`src/rtl/if_fetch_pkg.sv`:
```
// Shared types and constants for the instruction fetch stage.
// Optional misaligned-redirect trap is enabled with IF_MISALIGN_CHK_EN.
package if_fetch_pkg;

    localparam int unsigned InstAddrW = 32;
    localparam int unsigned InstW     = 32;
    localparam int unsigned ByteW     = 8;

    typedef logic [InstAddrW-1:0] inst_addr_bus_t;
    typedef logic [InstW-1:0]     inst_bus_t;
    typedef logic [ByteW-1:0]     mem_byte_t;

    localparam inst_bus_t ZeroWord = 32'h0000_0000;
    localparam inst_bus_t NopInst  = 32'h0000_0013;

    typedef enum logic [1:0] {
        IfFetch = 2'd0,
        IfDrain = 2'd1,
        IfHold  = 2'd2
    } if_state_e;

    // Payload presented to the IF/ID pipeline register.
    typedef struct packed {
        inst_addr_bus_t pc;
        inst_bus_t      inst;
    } if_payload_t;

    // Little-endian byte lane insert.
    function automatic inst_bus_t put_byte(input inst_bus_t word,
                                           input logic [1:0] idx,
                                           input mem_byte_t  b);
        inst_bus_t w;
        w = word;
        unique case (idx)
            2'd0: w[7:0]   = b;
            2'd1: w[15:8]  = b;
            2'd2: w[23:16] = b;
            2'd3: w[31:24] = b;
        endcase
        return w;
    endfunction

endpackage

```
`src/rtl/if_fetch.sv`:
```
// Instruction fetch: byte-serial memory reads assembled into 32-bit words,
// valid/ready output, redirect with drain. Macro IF_MISALIGN_CHK_EN adds if_misalign.
module if_fetch
    import if_fetch_pkg::*;
#(
    parameter inst_addr_bus_t RESET_PC = 32'h0000_0000
) (
    input  logic           clk,
    input  logic           rst,
    output logic           mem_req,
    output inst_addr_bus_t mem_addr,
    input  logic           mem_ack,
    input  mem_byte_t      mem_rdata,
    output logic           if_valid,
    output inst_addr_bus_t if_pc,
    output inst_bus_t      if_inst,
    input  logic           id_ready,
    input  logic           br_taken,
    input  inst_addr_bus_t br_target
`ifdef IF_MISALIGN_CHK_EN
    ,
    output logic           if_misalign
`endif
);

    if_state_e      state_q, state_d;
    inst_addr_bus_t pc_q, pc_d;
    logic [1:0]     k_q, k_d;
    inst_bus_t      buf_q, buf_d;
    logic           mem_req_q, mem_req_d;
    inst_addr_bus_t mem_addr_q, mem_addr_d;
    logic           if_valid_q, if_valid_d;
    if_payload_t    if_out_q, if_out_d;
`ifdef IF_MISALIGN_CHK_EN
    logic           misalign_q, misalign_d;
`endif

    logic           req_pending_c;
    logic           launch_c;
    inst_addr_bus_t launch_pc_c;

    // Next-state and registered-output computation.
    always_comb begin
        state_d     = state_q;
        pc_d        = pc_q;
        k_d         = k_q;
        buf_d       = buf_q;
        mem_req_d   = mem_req_q;
        mem_addr_d  = mem_addr_q;
        if_valid_d  = if_valid_q;
        if_out_d    = if_out_q;
`ifdef IF_MISALIGN_CHK_EN
        misalign_d  = misalign_q;
`endif
        launch_c    = 1'b0;
        launch_pc_c = pc_q;

        req_pending_c = mem_req_q && !mem_ack;

        unique case (state_q)
            IfFetch: begin
                if (!mem_req_q) begin
                    mem_req_d  = 1'b1;
                    mem_addr_d = pc_q + InstAddrW'(k_q);
                end else if (mem_ack) begin
                    if (k_q == 2'd3) begin
                        if_out_d.inst = put_byte(buf_q, 2'd3, mem_rdata);
                        if_out_d.pc   = pc_q;
                        if_valid_d    = 1'b1;
                        mem_req_d     = 1'b0;
                        k_d           = 2'd0;
                        state_d       = IfHold;
                    end else begin
                        buf_d      = put_byte(buf_q, k_q, mem_rdata);
                        k_d        = k_q + 2'd1;
                        mem_addr_d = pc_q + InstAddrW'(k_q) + InstAddrW'(1);
                    end
                end
            end
            IfDrain: begin
                // Abandoned request completes; its data is dropped.
                if (mem_ack) begin
                    launch_c    = 1'b1;
                    launch_pc_c = pc_q;
                end
            end
            IfHold: begin
                if (if_valid_q && id_ready) begin
                    pc_d       = pc_q + InstAddrW'(4);
                    if_valid_d = 1'b0;
                    k_d        = 2'd0;
                    buf_d      = ZeroWord;
                    state_d    = IfFetch;
                    mem_req_d  = 1'b1;
                    mem_addr_d = pc_q + InstAddrW'(4);
`ifdef IF_MISALIGN_CHK_EN
                    misalign_d = 1'b0;
`endif
                end
            end
            default: begin
                state_d   = IfFetch;
                mem_req_d = 1'b0;
            end
        endcase

        // Redirect overrides every state; an unacknowledged request must drain first.
        if (br_taken) begin
            pc_d       = br_target;
            k_d        = 2'd0;
            buf_d      = ZeroWord;
            if_valid_d = 1'b0;
`ifdef IF_MISALIGN_CHK_EN
            misalign_d = 1'b0;
`endif
            if (req_pending_c) begin
                state_d    = IfDrain;
                mem_req_d  = 1'b1;
                mem_addr_d = mem_addr_q;
                launch_c   = 1'b0;
            end else begin
                launch_c    = 1'b1;
                launch_pc_c = br_target;
            end
        end

        if (launch_c) begin
            k_d        = 2'd0;
            buf_d      = ZeroWord;
            state_d    = IfFetch;
            mem_req_d  = 1'b1;
            mem_addr_d = launch_pc_c;
`ifdef IF_MISALIGN_CHK_EN
            // Misaligned target: present a NOP with the flag instead of fetching.
            if (launch_pc_c[1:0] != 2'b00) begin
                state_d       = IfHold;
                mem_req_d     = 1'b0;
                mem_addr_d    = mem_addr_q;
                if_valid_d    = 1'b1;
                if_out_d.pc   = launch_pc_c;
                if_out_d.inst = NopInst;
                misalign_d    = 1'b1;
            end
`endif
        end
    end

    always_ff @(posedge clk or negedge rst) begin
        if (!rst) begin
            state_q    <= IfFetch;
            pc_q       <= RESET_PC;
            k_q        <= 2'd0;
            buf_q      <= ZeroWord;
            mem_req_q  <= 1'b0;
            mem_addr_q <= '0;
            if_valid_q <= 1'b0;
            if_out_q   <= '{pc: RESET_PC, inst: ZeroWord};
`ifdef IF_MISALIGN_CHK_EN
            misalign_q <= 1'b0;
`endif
        end else begin
            state_q    <= state_d;
            pc_q       <= pc_d;
            k_q        <= k_d;
            buf_q      <= buf_d;
            mem_req_q  <= mem_req_d;
            mem_addr_q <= mem_addr_d;
            if_valid_q <= if_valid_d;
            if_out_q   <= if_out_d;
`ifdef IF_MISALIGN_CHK_EN
            misalign_q <= misalign_d;
`endif
        end
    end

    assign mem_req  = mem_req_q;
    assign mem_addr = mem_addr_q;
    assign if_valid = if_valid_q;
    assign if_pc    = if_out_q.pc;
    assign if_inst  = if_out_q.inst;
`ifdef IF_MISALIGN_CHK_EN
    assign if_misalign = misalign_q;
`endif

endmodule
```
`config.mk`:
```
export PLATFORM = sky130hd
export DESIGN_NAME = if_fetch
export DESIGN_NICKNAME = d
export VERILOG_FILES = /design/src/rtl/if_fetch_pkg.sv /design/src/rtl/if_fetch.sv
export SDC_FILE = /design/constraint.sdc
export NUM_CORES = 1
export LEC_CHECK = 0
export ABC_AREA = 1
export ABC_CLOCK_PERIOD_IN_PS = 2800
export CORE_MARGIN = 2
export CORE_UTILIZATION = 40
export DETAILED_ROUTE_END_ITERATION = 6
export PLACE_DENSITY = 0.63
export SLEW_MARGIN = 20
export SYNTH_ARGS = -nofsm -noshare
export SYNTH_HDL_FRONTEND = slang
export SYNTH_SLANG_ARGS = --single-unit
```
`constraint.sdc`:
```
create_clock -name clk -period 2.8 [get_ports clk]
set_clock_uncertainty 0.1 [all_clocks]
set_input_delay 0.28 -clock clk [delete_from_list [all_inputs] [get_ports clk]]
set_output_delay 0.28 -clock clk [all_outputs]
set_load 0.02 [all_outputs]
```
==> results of run 1 <==
-- worst max-delay path by stage --
stage	start	endpoint	slack [ns]
after floorplan	k_q[0]	mem_addr[24]	0.05
after global placement	pc_q[0]	mem_addr[24]	-0.07
after detailed placement	pc_q[0]	mem_addr[21]	-0.11
after CTS	pc_q[1]	mem_addr[30]	0.01
after global routing	pc_q[0]	mem_addr[21]	-0.19
final	pc_q[0]	mem_addr[22]	0.009
-- worst max-delay path, cell delays in order, from the launching register on --
cell     delay (ns)
dfrtp_1        0.39
ha_2           0.20
fa_2           0.59
ha_4           0.17
nand2_4        0.05
nor2_4         0.13
nand2_2        0.08
nor2_4         0.13
nand2_4        0.08
nor2_4         0.12
nand2_4        0.09
nor2_4         0.16
nand2_1        0.09
nand3_1        0.07
nand3_1        0.07
nand2_1        0.10
a21oi_2        0.05
-- Yosys cell counts (5+ instances only) --
master	n	area, um^2
xor2_1	36	315.3
dfrtp_1	158	3954
nor2_4	19	214.0
a31oi_1	12	75.07
a21oi_1	32	160.2
nand2_4	8	90.09
buf_1	6	22.52
inv_1	98	367.9
o211ai_1	33	247.7
inv_2	5	18.77
nand2_1	390	1464
nand4_1	20	125.1
buf_2	5	25.02
clkbuf_1	34	127.6
o21ai_1	6	30.03
nor2_1	91	341.6
ha_1	8	100.1
mux2_2	32	360.4
o221ai_1	12	105.1
nand3_1	82	410.4
nand2_2	21	131.4
o21ai_0	87	435.4
nor2_2	10	62.56
-- cell families (layout without fill, tap and decap cells) --
family,Yosys count,after routing,synth area share [%]
buffers and inverters,154,385,6.216
and+or+nand+nor,656,656,31.36
DFF,158,158,41.18
muxes,32,32,3.753
adders and majority gates,9,9,1.251
AOI/OAI and AO/OA,201,201,12.60
xor gates and xnor gates,39,39,3.636
-- repair_timing --
action / CTS / global route
setup endpoints to repair: 19 / 24
hold buffers: 1 / 0
resized for setup: 15 / 44
pin swaps: 14 / 23
cloned: 0 / 1
setup buffers: 8 / 6
endpoints found under the hold margin: 55 / 0
-- stage by stage --
step                      TNS [ns]  instance area [um^2]  power, mW  util [%]  hold WS, ns
final                            0                 12990      9.693     55.17       0.1277
after global routing        -2.583                 12990      10.24     55.17       0.1162
after CTS                        0                 12750      9.702     54.17       0.1032
after detailed placement   -0.9301                 11960      6.999     50.79       0.2029
after global placement     -0.3757                 11960      6.960     50.79       0.2057
after floorplan                  0                  9600      5.186         -      -0.1156
-- final cells by class --
type	count	area [um^2]	area share [%]
Clock buffer	18	429.2	3.304
Clock inverter	14	221.5	1.705
Tap cell	319	399.1	3.073
Sequential cell	158	3954	30.44
Multi-Input combinational cell	937	5280	40.65
Inverter	107	402.9	3.102
Timing Repair Buffer	246	2301	17.72
-- registers in the layout, indices dropped and copies added (netlist names) --
| name | cells |
|---|---|
| buf_q | 24 |
| if_inst | 32 |
| if_pc | 32 |
| if_valid | 1 |
| k_q | 2 |
| mem_addr | 32 |
| mem_req | 1 |
| pc_q | 32 |
| state_q | 2 |
-- where the power goes --
part           total (mW)  internal, mW  leakage [nW]  switching, mW
Combinational        3.73          1.66          3.62           2.07
Clock                2.63          1.53         0.315           1.09
Sequential           3.34          2.92          2.04          0.413
Total                9.69          6.11          5.97           3.58
-- routing by layer --
layer / up-vias / GRT usage, % / part of all wire, %
met5: - / 0 / 0
met4: 0 / 9.050 / 2.5
met3: 48 / 4.363 / 6.0
met2: 329 / 42.34 / 46
met1: 4566 / 37.29 / 45
li1: 4555 / - / -
==> out/metrics.csv, run 1 <==
metric,value,unit
finalHoldViolations,0,
startpoint_type,register,
cts_root_buffer,clkbuf_16,
io_buffers,142,
rsz0062_at_grt,true,
num_io_pins,143,
cp.required,3.02,ns
gp_congestion,0.9498,
syn_nets,1303,
cts_buffer_depth,2,
synth-edff-count,0,
min_path_type,in -> reg,
cp.arrival,3.01,ns
ys_seq_area_share,41.18,%
slew_viol_final,0,
ys_ff_latch,158,
place_inst,1751,
clkTransAtPathRegs,0.07,ns
grt_start_max_net_pins,68,
antenna_found_initial,0,
firstDrtPassIters,5,
fmax,0.3583,GHz
tightest_slew,0.7452,ns
core,23540,um^2
via_per_inst,5.280,
timing.rr.end,mem_addr[22],
period_share,99.67,%
setup_ws,0.009360,ns
hpwlAfterDp,24670,um
htreeDepth,4,
grt_overflow_total,0,
final_cell_mix,"376 x nand2_1, 158 x dfrtp_1, 140 x clkdlybuf4s50_1, 97 x inv_1, 94 x buf_4",
cap_violations,0,
max-slew-margin-rel,50.13,%
yosysUniqueCellTypes,48,
synth_ff_type,dfrtp_1,
criticalPathCategory,reg -> reg,
num_antenna_cells,0,
nNetsFinal,1521,
setup_viol,0,
syn_inst,1249,
grt_pass1_wl,53130,um
grt_usage,26.71,%
fin_crit,2.791,ns
hold_start,br_taken,
via_count,9498,
hold_end,mem_req,
r2r_start,pc_q[0],
totalWireLength,33090,um
numCtsBuffers,17,
die_height,158.9,um
pre_cts_slack,-0.1113,ns
grt_pass1_vias,9428,
final_common_cell,nand2_1,
async_reset_ff_share,100.0,%
powerDensity,746.3,nW/um^2
drc,0,
r2r_cells,16,
first_iter_violations,812,
p_leak,5.970,nW
final_antenna_net_count,0,
ys_warn_count,0,
instances_no_fill,1799,
std_cell_rows,56,
hold_depth,3,
synth.cell_area,9600,um^2
nFillCells,2240,
routedWlPerCell,18.39,um
cts_tree,yes,
avgSynthCellArea,7.687,um^2
die_area,25260,um^2
clock-sinks,158,
endpoint_kind,register,
syn2layout_area_growth,35.28,%
start_util,40.78,%
drive_above_1_share,19.59,%
r2r_setup_slack,0.009,ns
status,finished clean,
irDropWorstVdd,0.3945,mV
cp_max_fo,5,
clk_latency,0.44,ns
die_x,158.9,um
No activity file was read; power rests on OpenSTA's default activity.
==> run 2, diff against run 1 <==
- CORE_UTILIZATION: 40 -> 50
- PLACE_DENSITY: 0.63 -> 0.77
- RECOVER_POWER: default -> 100
==> run 2 against run 1 <==
The flow now finishes with violations (max-capacitance violations, max-slew violations, negative setup slack). Clock power fell by 4%. Count of clock-buffer cells in the layout unchanged. Fmax fell by 2.3%. Power down 0.14%. Register-to-register slack lost 0.07 ns. Sequential power barely moved. Die area is 20% lower. Global-route usage up 6.7 points. Wire length grew 0.98%. Critical path depth unchanged. Critical path type unchanged. Critical endpoint is now mem_addr[20]. Largest cell class unchanged. Largest power group unchanged.
==> out/metrics.csv, run 2 (synthesis results as in run 1) <==
metric,value,unit,change
syn2layout_area_growth,35.03,%,
postLayoutCellArea,12960,um^2,-0.18%
first_iter_violations,874,,+7.6%
cts_buffer_depth,2,,unchanged
routedWlPerCell,19.39,um,+5.4%
place_inst,1674,,-4.4%
die_x,142.6,um,-10%
holdWs,0.1842,ns,+0.05652 ns
setup_ws,-0.05684,ns,-0.06620 ns
totalWireLength,33410,um,+0.98%
cap_violations,1,,+1
grt_overflow_total,0,,unchanged
instances_no_fill,1723,,-4.2%
timing.rr.end,mem_addr[20],,
placedInstanceArea,11870,um^2,-0.70%
use_met3,5.384,%,+1.0 points
final_antenna_net_count,0,,unchanged
slew_viol_final,70,,+70
r2r_start,pc_q[0],,
htreeDepth,4,,unchanged
nFillCells,1574,,-30%
criticalPathCategory,reg -> reg,,
clock-sinks,158,,unchanged
num_io_pins,143,,unchanged
numCtsBuffers,17,,unchanged
fin_util,69.07,%,+14 points
io_buffers,142,,unchanged
die_area,20320,um^2,-20%
cp.arrival,3.08,ns,+0.07 ns
tns,-0.07807,ns,-0.07807 ns
firstDrtPassIters,6,,+1
pre_cts_slack,-0.06968,ns,+0.04159 ns
cts_tree,yes,,
cp_max_fo,3,,-2
p_leak,6.007,nW,+0.61%
num_antenna_cells,0,,unchanged
fmax,0.3500,GHz,-2.3%
via_count,9711,,+2.2%
gp_congestion,1.044,,+9.9%
multi_input_area,5371,um^2,+1.7%
rsz0062_at_grt,true,,
tightest_slew,1.749,ns,+1.004 ns
cp.required,3.02,ns,about the same
min_path_type,in -> reg,,
std_cell_rows,50,,-11%
antenna_found_initial,0,,unchanged
use_met2,53.39,%,+11 points
grt_pass1_vias,9264,,-1.7%
drive_above_1_share,21.36,%,+1.8 points
powerDensity,746.7,nW/um^2,about the same
hold_start,br_taken,,
final_cell_mix,"372 x nand2_1, 156 x dfrtp_1, 140 x clkdlybuf4s50_1, 104 x buf_4, 95 x inv_1",,
regArea,3956,um^2,about the same
irDropWorstVdd,0.4678,mV,+19%
finalHoldViolations,0,,unchanged
hpwlAfterDp,24840,um,+0.67%
grt_usage,33.42,%,+6.7 points
die_height,142.6,um,-10%
via_per_inst,5.636,,+6.8%
grt_pass1_wl,51870,um,-2.4%
nNetsFinal,1530,,+0.59%
p_total,9.679,mW,-0.14%
period_share,102.0,%,+2.4 points
grt.busiest_layer,met2,,
startpoint_type,register,,
gr-usage-met1,46.97,%,+9.7 points
setup_viol,5,,+5
max-slew-margin-rel,-16.63,%,-67 points
fin_crit,2.857,ns,+0.06620 ns
hold_depth,3,,unchanged
endpoint_kind,register,,
grt_start_max_net_pins,71,,+4.4%
hold_end,pc_q[0],,
core,18770,um^2,-20%
final_common_cell,nand2_1,,
clk_latency,0.43,ns,about the same
cts_root_buffer,clkbuf_16,,
status,"finished, violations left",,
r2r_setup_slack,-0.06,ns,-0.07 ns
clkTransAtPathRegs,0.07,ns,about the same
violations,"max-capacitance violations, max-slew violations, negative setup slack",,
drc,0,,unchanged
start_util,51.15,%,+10 points
r2r_cells,16,,unchanged
-- run 2: timing repair --
| item | CTS | global route |
|---|---|---|
| pin swaps | 14 | 33 |
| setup buffers | 7 | 10 |
| hold buffers | 1 | 0 |
| gates cloned | 0 | 0 |
| endpoints found under the hold margin | 66 | 0 |
| setup endpoints to repair | 18 | 26 |
| resized for setup | 16 | 72 |
-- run 2: metal layers --
metal  vias up  part of all wire [%]
met5         -                     0
met1      4606                    43
li1       4564                     -
met2       477                    46
met3        64                   8.3
met4         0                   2.8
-- run 2: layout make-up --
| class | count | area share (%) |
|---|---|---|
| Tap cell | 234 | 2.258 |
| Clock buffer | 18 | 3.310 |
| Sequential cell | 158 | 30.52 |
| Inverter | 107 | 3.117 |
| Clock inverter | 14 | 1.544 |
| Timing Repair Buffer | 255 | 17.82 |
| Multi-Input combinational cell | 937 | 41.43 |
-- run 2: power by group --
| part | internal [mW] | total (mW) | switching, mW |
|---|---|---|---|
| sequential | 2.93 | 3.35 | 0.426 |
| combinational | 1.68 | 3.80 | 2.12 |
| clock | 1.44 | 2.53 | 1.09 |
| total | 6.05 | 9.68 | 3.63 |
-- run 2: worst max path at each step --
stage | startpoint | end | slack [ns] | cells past startpoint
floorplan | k_q[0] | mem_addr[24] | 0.05 | 17
global route | pc_q[0] | mem_addr[20] | -0.19 | 16
detailed placement | pc_q[0] | mem_addr[30] | -0.07 | 15
CTS | k_q[0] | mem_addr[22] | -0.03 | 16
finish | pc_q[0] | mem_addr[20] | -0.06 | 16
global placement | pc_q[0] | mem_addr[24] | -0.06 | 19
-- run 2: critical path, stage by stage (launching register included) --
cell and delay, ns:
dfrtp_1 0.39, ha_2 0.20, fa_2 0.59, ha_4 0.17
inv_1 0.05, nor2_1 0.10, nand2_1 0.09, nor2_2 0.14
nand2_1 0.08, nor2_2 0.11, nand3_2 0.14, nor2_2 0.16
nand3b_1 0.10, nand3_1 0.10, nand2_1 0.08, nand2_2 0.09
nand2_1 0.07
